$ cat src/rtl/apb_pkg.sv
// Shared definitions for the APB register-memory completer.
//   ADDR_W / DATA_W : default bus widths
//   apb_slv_state_e : completer FSM states
//   addr_err()      : bad-address decode (misaligned or outside the word window)
package apb_pkg;

    localparam int ADDR_W = 32;
    localparam int DATA_W = 32;

    typedef enum logic [1:0] {
        IDLE,
        WAIT,
        READY
    } apb_slv_state_e;

    // An address is bad when it is not word aligned or its word index
    // lands beyond the last implemented word.
    function automatic logic addr_err(input logic [ADDR_W-1:0] addr,
                                      input int unsigned       depth);
        return (addr[1:0] != 2'b00) ||
               ({2'b00, addr[ADDR_W-1:2]} >= ADDR_W'(depth));
    endfunction

endpackage

$ cat src/rtl/apb_slave_mem_array.sv
// DEPTH x DATA_W word store.
//   clk, rst_n : clock, async active-low clear of every word
//   we, waddr, wdata : synchronous write port
//   raddr, rdata     : combinational read port
module apb_slave_mem_array
    import apb_pkg::*;
#(
    parameter int DEPTH  = 64,
    parameter int DATA_W = 32,
    parameter int IW     = (DEPTH > 1) ? $clog2(DEPTH) : 1
) (
    input  logic              clk,
    input  logic              rst_n,
    input  logic              we,
    input  logic [IW-1:0]     waddr,
    input  logic [DATA_W-1:0] wdata,
    input  logic [IW-1:0]     raddr,
    output logic [DATA_W-1:0] rdata
);

    logic [DATA_W-1:0] mem [DEPTH];

    always_ff @(posedge clk or negedge rst_n) begin
        if (!rst_n) begin
            for (int i = 0; i < DEPTH; i++) mem[i] <= '0;
        end else if (we) begin
            mem[waddr] <= wdata;
        end
    end

    assign rdata = mem[raddr];

endmodule

$ cat src/rtl/apb_slave_mem.sv
// APB completer in front of a word-addressed register memory.
// Each access holds PREADY low for WAIT_CYCLES access cycles, then completes;
// misaligned or out-of-window addresses complete with PSLVERR=1 and no effect.
//   clk, PRESETn                     : bus clock, async active-low reset
//   PSEL1, PENABLE, PWRITE, PADDR, PWDATA : requester side of the bus
//   PRDATA, PREADY, PSLVERR          : registered completer responses
module apb_slave_mem
    import apb_pkg::*;
#(
    parameter int DEPTH       = 64,
    parameter int WAIT_CYCLES = 2,
    parameter int ADDR_W      = apb_pkg::ADDR_W,
    parameter int DATA_W      = apb_pkg::DATA_W
) (
    input  logic              clk,
    input  logic              PRESETn,
    input  logic              PSEL1,
    input  logic              PENABLE,
    input  logic              PWRITE,
    input  logic [ADDR_W-1:0] PADDR,
    input  logic [DATA_W-1:0] PWDATA,
    output logic [DATA_W-1:0] PRDATA,
    output logic              PREADY,
    output logic              PSLVERR
);

    localparam int         IW = (DEPTH > 1) ? $clog2(DEPTH) : 1;
    localparam logic [3:0] WC = 4'(WAIT_CYCLES);

    // Setup-phase snapshot; the access phase never looks at PADDR/PWDATA again.
    typedef struct packed {
        logic              write;
        logic [IW-1:0]     idx;
        logic [DATA_W-1:0] wdata;
        logic              err;
    } req_t;

    apb_slv_state_e    state;
    req_t              req;
    logic [3:0]        cnt;
    logic              setup;
    logic              err_now;
    logic [IW-1:0]     rd_idx;
    logic [DATA_W-1:0] rd_data;
    logic              mem_we;

    assign setup   = PSEL1 && !PENABLE;
    assign err_now = addr_err(PADDR, DEPTH);

    // Zero-wait reads respond straight from the setup-phase address.
    assign rd_idx = (state == IDLE) ? PADDR[IW+1:2] : req.idx;

    // The write commits on the completion edge only, so an abort or reset
    // before that edge leaves memory untouched.
    assign mem_we = (state == READY) && PSEL1 && PENABLE && req.write && !req.err;

    apb_slave_mem_array #(
        .DEPTH  (DEPTH),
        .DATA_W (DATA_W),
        .IW     (IW)
    ) u_array (
        .clk   (clk),
        .rst_n (PRESETn),
        .we    (mem_we),
        .waddr (req.idx),
        .wdata (req.wdata),
        .raddr (rd_idx),
        .rdata (rd_data)
    );

    always_ff @(posedge clk or negedge PRESETn) begin
        if (!PRESETn) begin
            state   <= IDLE;
            req     <= '0;
            cnt     <= '0;
            PREADY  <= 1'b0;
            PSLVERR <= 1'b0;
            PRDATA  <= '0;
        end else begin
            unique case (state)
                IDLE: begin
                    // PENABLE without a preceding setup phase falls through here.
                    if (setup) begin
                        req <= '{write: PWRITE, idx: PADDR[IW+1:2],
                                 wdata: PWDATA, err: err_now};
                        if (WC == 4'd0) begin
                            state   <= READY;
                            PREADY  <= 1'b1;
                            PSLVERR <= err_now;
                            PRDATA  <= (!PWRITE && !err_now) ? rd_data : '0;
                        end else begin
                            cnt   <= WC;
                            state <= WAIT;
                        end
                    end
                end
                WAIT: begin
                    if (!PSEL1) begin
                        state <= IDLE;
                        cnt   <= '0;
                    end else if (PENABLE) begin
                        cnt <= cnt - 4'd1;
                        if (cnt == 4'd1) begin
                            state   <= READY;
                            PREADY  <= 1'b1;
                            PSLVERR <= req.err;
                            PRDATA  <= (!req.write && !req.err) ? rd_data : '0;
                        end
                    end
                end
                READY: begin
                    // Completion edge or abort: either way the response is one cycle.
                    if (!PSEL1 || PENABLE) begin
                        state   <= IDLE;
                        PREADY  <= 1'b0;
                        PSLVERR <= 1'b0;
                        PRDATA  <= '0;
                    end
                end
                default: begin
                    state   <= IDLE;
                    PREADY  <= 1'b0;
                    PSLVERR <= 1'b0;
                    PRDATA  <= '0;
                end
            endcase
        end
    end

endmodule

$ cat config.mk
export PLATFORM = sky130hd
export DESIGN_NAME = apb_slave_mem
export DESIGN_NICKNAME = d
export VERILOG_FILES = /design/src/rtl/apb_pkg.sv /design/src/rtl/apb_slave_mem_array.sv /design/src/rtl/apb_slave_mem.sv
export SDC_FILE = /design/constraint.sdc
export NUM_CORES = 2
export LEC_CHECK = 0
export ABC_AREA = 1
export CAP_MARGIN = 10
export CORE_UTILIZATION = 47
export CTS_BUF_LIST = sky130_fd_sc_hd__clkbuf_8
export CTS_CLUSTER_SIZE = 16
export DETAILED_ROUTE_END_ITERATION = 10
export GPL_ROUTABILITY_DRIVEN = 1
export GPL_TIMING_DRIVEN = 0
export HOLD_SLACK_MARGIN = 0.15
export PLACE_DENSITY = 0.63
export RECOVER_POWER = 50
export REMOVE_ABC_BUFFERS = 1
export SYNTH_ARGS = -nofsm -noshare
export SYNTH_HDL_FRONTEND = slang
export SYNTH_HIERARCHICAL = 1
export SYNTH_SLANG_ARGS = --single-unit
$ cat constraint.sdc
create_clock -name clk -period 3.3 [get_ports clk]
set_input_delay 0.99 -clock clk [delete_from_list [all_inputs] [get_ports clk]]
set_output_delay 0.99 -clock clk [all_outputs]
set_load 0.02 [all_outputs]
* Word level (Yosys, flattened, before mapping)
Cells that the tools add are included.
** Operators by class
- Bitwise logic cells :: 3
- $add $sub $neg :: 1
- Reductions and logical operators :: 20
- Muxes and demuxes :: 32
- Equality and inequality tests :: 10
- Divide/modulo/power cells :: 0
- Multiply operators :: 0
- Shifts and indexed selects :: 0
- $lt $le $gt $ge :: 4
** Operators with widths (count)
- $bwmux W2048 :: 1
- $mux W32 :: 8
- $bmux W32 S6 :: 1
- $demux W32 S6 :: 1
- $pmux W32 S3 :: 1
- $ge A30 B7 Y1 const B :: 1
- $ge A7 B7 Y1 const B :: 2
- $not A6 Y7 :: 2
- $mux W4 :: 3
- $mux W2 :: 5
- $ne A2 B2 Y1 const B :: 4
- $pmux W4 S2 :: 1
- $logic_and A1 B1 Y1 :: 7
- $lt A7 B1 Y1 const B :: 1
- $mux W1 :: 7
- $mux W6 :: 1
- $ne A3 B3 Y1 const B :: 2
- $pmux W1 S3 :: 2
- $pmux W2 S3 :: 1
- $reduce_and A5 Y1 :: 1
- $eq A4 B1 Y1 const B :: 1
- $logic_not A1 Y1 :: 4
- $reduce_and A4 Y1 :: 1
- $reduce_bool A2 Y1 :: 2
- other kinds (9) :: 10
** Word-level totals
- Memories kept :: 0
- Bits in registers :: 2128
- Bits in latches :: 0
- Output and inout port bits :: 34
- Memory bits (read-only) :: 0
- RAM bits :: 0
- Logic and storage cells :: 143
- Input port bits :: 69

* Depth between registers and ports, before layout
- Word-level depth :: 11
- Mapped depth :: 19
- Mapped depth without buffers :: 15

* By module
Netlist, hierarchy kept.
** Modules (own cells, without submodules)
- apb_slave_mem_array :: instances 1, area an instance 92003.2 µm², cells an instance 11450, sequential area each 51249.2 µm²
- apb_slave_mem :: instances 1, area an instance 3429.5 µm², cells an instance 411, sequential area each 2001.9 µm²

* Worst setup path before layout
Ideal clock, no wire load.
- Path kind :: input -> register
- Start point :: in PADDR[2]
- End point :: reg PRDATA[18]
- Data required time :: 3235 ps
- Slack :: 725 ps
- Path buffers :: 4
- Arrival time :: 2510 ps
- Setup time :: 65 ps
- Cell stages on the path :: 16
- Path through :: inv_1 > o21ai_0 > buf_2 > buf_4 > buf_2 > clkbuf_1 > nand2_1 > nand3_1 > nand3_1 > nand3_1 > nand3_1 > nand2_1 > nand2_1 > nand2_1 > nand2_1 > nand2_1
** Between the ends
- Word-level cells in the longest chain between the ends :: 10
** Ends and longest elaborated chain
- from (decl) :: line apb_slave_mem.sv:20 : input logic [ADDR_W-1:0] PADDR,
- $mux W6 :: line apb_slave_mem.sv:51 : assign rd_idx = (state == IDLE) ? PADDR[IW+1:2] : req.idx;
- net rd_idx[0] :: line apb_slave_mem.sv:43 : logic [IW-1:0] rd_idx;
- $not A6 Y7 (not written as such) :: line apb_slave_mem_array.sv:31 : assign rdata = mem[raddr];
- $bmux W32 S6 :: line apb_slave_mem_array.sv:31
- $mux W32 (not written as such) (2 in a row) :: line apb_slave_mem_array.sv:31
- net rd_data[18] :: line apb_slave_mem.sv:44 : logic [DATA_W-1:0] rd_data;
- $mux W32 :: line apb_slave_mem.sv:107 : PRDATA <= (!req.write && !req.err) ? rd_data : '0;
- $mux W32 :: line apb_slave_mem.sv:103 : if (cnt == 4'd1) begin
- $mux W32 :: line apb_slave_mem.sv:101 : end else if (PENABLE) begin
- $mux W32 :: line apb_slave_mem.sv:98 : if (!PSEL1) begin
- $pmux W32 S3 :: line apb_slave_mem.sv:80 : unique case (state)
- to (signal assigned) :: line apb_slave_mem.sv:90 : PRDATA <= (!PWRITE && !err_now) ? rd_data : '0;
- to (signal assigned) :: line apb_slave_mem.sv:107
- to (decl) :: line apb_slave_mem.sv:22 : output logic [DATA_W-1:0] PRDATA,
The timed path passes the listed nets, and every way through them passes these cells. The select of a mux whose other input is x is not followed.
A chain may end at the register's enable or synchronous reset.

* Final worst setup path
- Start point :: reg state[1]
- End point :: reg PRDATA[7]
** Between the ends
- Word-level cells in the longest chain between the ends :: 11
- Elaborated cells between the ends (all ways) :: 19
- Those cells by class :: 6 x eq/ne; 9 x mux; 2 x bitwise; 2 x reduce/logical
** Ends and longest elaborated chain
- from (decl) :: line apb_slave_mem.sv:38 : apb_slv_state_e state;
- from (signal assigned) :: line apb_slave_mem.sv:73 : state <= IDLE;
- from (signal assigned) :: line apb_slave_mem.sv:87 : state <= READY;
- from (signal assigned) :: line apb_slave_mem.sv:93 : state <= WAIT;
- $logic_not A2 Y1 :: line apb_slave_mem.sv:51
- $mux W6 :: line apb_slave_mem.sv:51
- net rd_idx[4] :: line apb_slave_mem.sv:43
- $not A6 Y7 (not written as such) :: line apb_slave_mem_array.sv:31
- $bmux W32 S6 :: line apb_slave_mem_array.sv:31
- $mux W32 (not written as such) (2 in a row) :: line apb_slave_mem_array.sv:31
- net rd_data[7] :: line apb_slave_mem.sv:44
- $mux W32 :: line apb_slave_mem.sv:107
- $mux W32 :: line apb_slave_mem.sv:103
- $mux W32 :: line apb_slave_mem.sv:101
- $mux W32 :: line apb_slave_mem.sv:98
- $pmux W32 S3 :: line apb_slave_mem.sv:80
The timed path passes the listed nets, and every way through them passes these cells. The select of a mux whose other input is x is not followed.

==> impl_metrics.ini <==
[die]
die_h_um = 453
row_count = 165
start_util_pct = 47.3
die_w_um = 453
die_area_mm2 = 0.205
ios = 103
coreArea_mm2 = 0.202

[logic_synthesis]
synth_edf_count = 0
async_flop_share_pct = 100
synth_seq_cells = 2128
netlist_area_mm2 = 0.0954
ys_seq_area_share_pct = 55.8
ys.flop_type = dfrtp_1
synthCells = 11900
ys_types = 29
ys_warn_count = 6
syn_area_per_cell_um2 = 8.05

[pwr]
powerDensity_mw_per_mm2 = 867
p_total_uw = 96600
leakage_uw = 0.0507
ir_drop_mv = 0.530

[setup_path]
r2r_slack_ps = -130
endpoint_kind = register
critPathMaxStageDelay_ps = 430
required_ps = 4260
worstReg2RegEnd = PRDATA[7]
cp_cell_sequence = nor2_4 -> clkinvlp_4 -> buf_6 -> buf_4 -> o21ai_4 -> buf_16 -> clkinv_8 -> buf_16 -> nand3_1 -> nand2_1 -> nand2_1 -> nand2_4 -> nand2_1 -> nand2_1
rr_worst_depth = 14
slowest_stage = dfrtp_2
path_max_fanout = 36
critPathArrivalTime_ps = 4390
r2r-start = state[1]
crit_type = reg -> reg
cpMostUsedCell = nand2_1
cp-start-kind = register

[cts]
root_buffer = clkbuf_8
clock_path_buffers = 4
path_clk_slew_ps = 60
clock_latency_ps = 1100
cts_tree = done
clock-sinks = 2128
cts_made_buffers = 372
h-tree-depth = 5

[timing]
skew_ps = 77.8
fmax_ghz = 0.292
setup_ws_ps = -129
rsz0062_at_grt = yes
slew_violations = 581
slew_headroom_pct = -81.0
finalHoldViolCount = 0
fin_crit_sh_pct = 104
min_period_ps = 3430
tightest_slew_ps = 2720
setup_viol = 28

[grt]
grt_max_degree = 182
antenna_found_initial = 10
grt_use_total_pct = 32.1
grt_pass1_vias = 81000
grt_pass1_wl_mm = 503
grt_overflow = 0

[routing]
drt-total-wl_mm = 342
firstDrtPassIters = 8
via_per_inst = 5.86
vias = 85500
drc = 0
wire_per_inst_um = 23.4
initialDrtViolationCount = 11200
antenna_left = 0

[layout]
multi_input_area_mm2 = 0.0388
drive_gt1_share_pct = 9.26
nFillCells = 18300
regArea_mm2 = 0.0533
area_delta_synth_final_pct = 16.8
fin_nets = 11700
stdcell_area_mm2 = 0.111

[run]
cap_violations = 7

[hold_path]
hold_path.class = in -> async

[placement]
gp_congestion = 0.803
placedInstanceArea_mm2 = 0.100
dp_hpwl_mm = 169
pre_cts_slack_ps = -2090
io_buffers = 102

[outcome]
violations = capacitance limit, slew limit, setup timing
status = finished with violations
[worst max-delay path by stage]
stage | from | end | slack (ps) | cells after the start
2_1_floorplan | PADDR[2] | PRDATA[17] | -176880 | 13
3_3_place_gp | PADDR[2] | PRDATA[15] | -531550 | 14
3_5_place_dp | PADDR[3] | PRDATA[27] | -2090 | 17
4_1_cts | PSEL1 | u_array/mem[1679] | -130 | 9
5_1_grt | PSEL1 | u_array/mem[1626] | -160 | 9
6_report | state[1] | PRDATA[7] | -130 | 14
[state kept, by name, summed over array words and instances (netlist names)]
signal	flops
PREADY	1
PSLVERR	1
cnt	4
PRDATA	32
state	2
u_array/mem	2048
req	40
[layer usage]
layer	GRT usage (%)	wire length, um	up-vias
li1	-	-	38600
met1	42.3	136000	41700
met2	51.1	156000	4381
met3	6.45	33900	826
met4	14.7	15600	8
met5	0	46	-
[Yosys cell counts (24+ instances only)]
library cell  count  area share (%)
nand2_1        4538              18
nand3_1        1902              10
nor2_1           27            0.11
nand2_2          68            0.45
dfrtp_1        2128              56
buf_2           191             1.0
clkbuf_1        766             3.0
buf_1            67            0.26
o21ai_0        2059              11
clkinv_1         32            0.13
inv_1            24           0.094
[worst max-delay path, delay by kind of cell (launching register included)]
kind	cells	cell delay, ps
buffers and inverters	6	1350
and+or+nand+nor	7	970
DFF	1	430
AOI/OAI and AO/OA	1	320
[cell type report]
cell class | instances | share of cell area [%]
timing repair inverter | 9 | 0.0775
multi-input combinational | 8632 | 34.8
clock buffer | 460 | 5.68
inverter | 62 | 0.345
sequential | 2128 | 47.8
antenna | 5 | 0.0112
tap | 2672 | 3.00
timing repair buffer | 458 | 7.73
clock inverter | 155 | 0.588
[layout by cell type (no fill, tap or decap), types with 10 or more instances in the layout]
cell	synthesis	layout
clkdlybuf4s50_1	0	101
nor2_1	27	26
inv_1	24	150
dfrtp_1	2128	2126
nor2_4	1	10
clkbuf_8	0	460
clkinv_2	0	51
o21ai_0	2059	2053
nand3_2	1	47
nand2_2	68	57
buf_16	0	138
buf_12	0	62
nand2_4	0	70
nand3_1	1902	1849
bufbuf_16	0	29
nand2_1	4538	4472
buf_4	7	66
clkbuf_16	0	35
[repair_timing]
| action | CTS | global route |
|---|---|---|
| hold buffers | 3 | 10 |
| setup buffers | 40 | 52 |
| pin swaps | 16 | 46 |
| gates cloned | 62 | 38 |
| endpoints found under the setup margin | 666 | 1040 |
| gates resized for setup | 129 | 114 |
| hold endpoints to repair | 60 | 104 |
[cells by family after synthesis]
family	count (synthesis)	synth area share, %
AO/OA/AOI/OAI	2070	10.9
adder cells (fa/ha/maj)	2	0.0262
buffers and inverters	1101	4.67
flip-flops	2128	55.8
AND/OR/NAND/NOR	6560	28.6
[stage by stage]
step / TNS, ps / hold slack [ps] / util [%] / instances
after CTS: -18360 / 17.6 / 54.3 / 14500
after detailed placement: -2602530 / 458 / 49.6 / 13800
final: -894 / 127 / 55.2 / 14600
after floorplan: -5657320 / 453 / - / 10800
after global routing: -18980 / 190 / 55.2 / 14600
after global placement: - / 456 / 47.3 / 13600
[report_power, final]
part,switching [uW],internal (uW),total (uW)
clock,10800,12500,23300
sequential,424,26400,26800
combinational,31300,15200,46500
No activity file was read; power rests on OpenSTA's default activity.
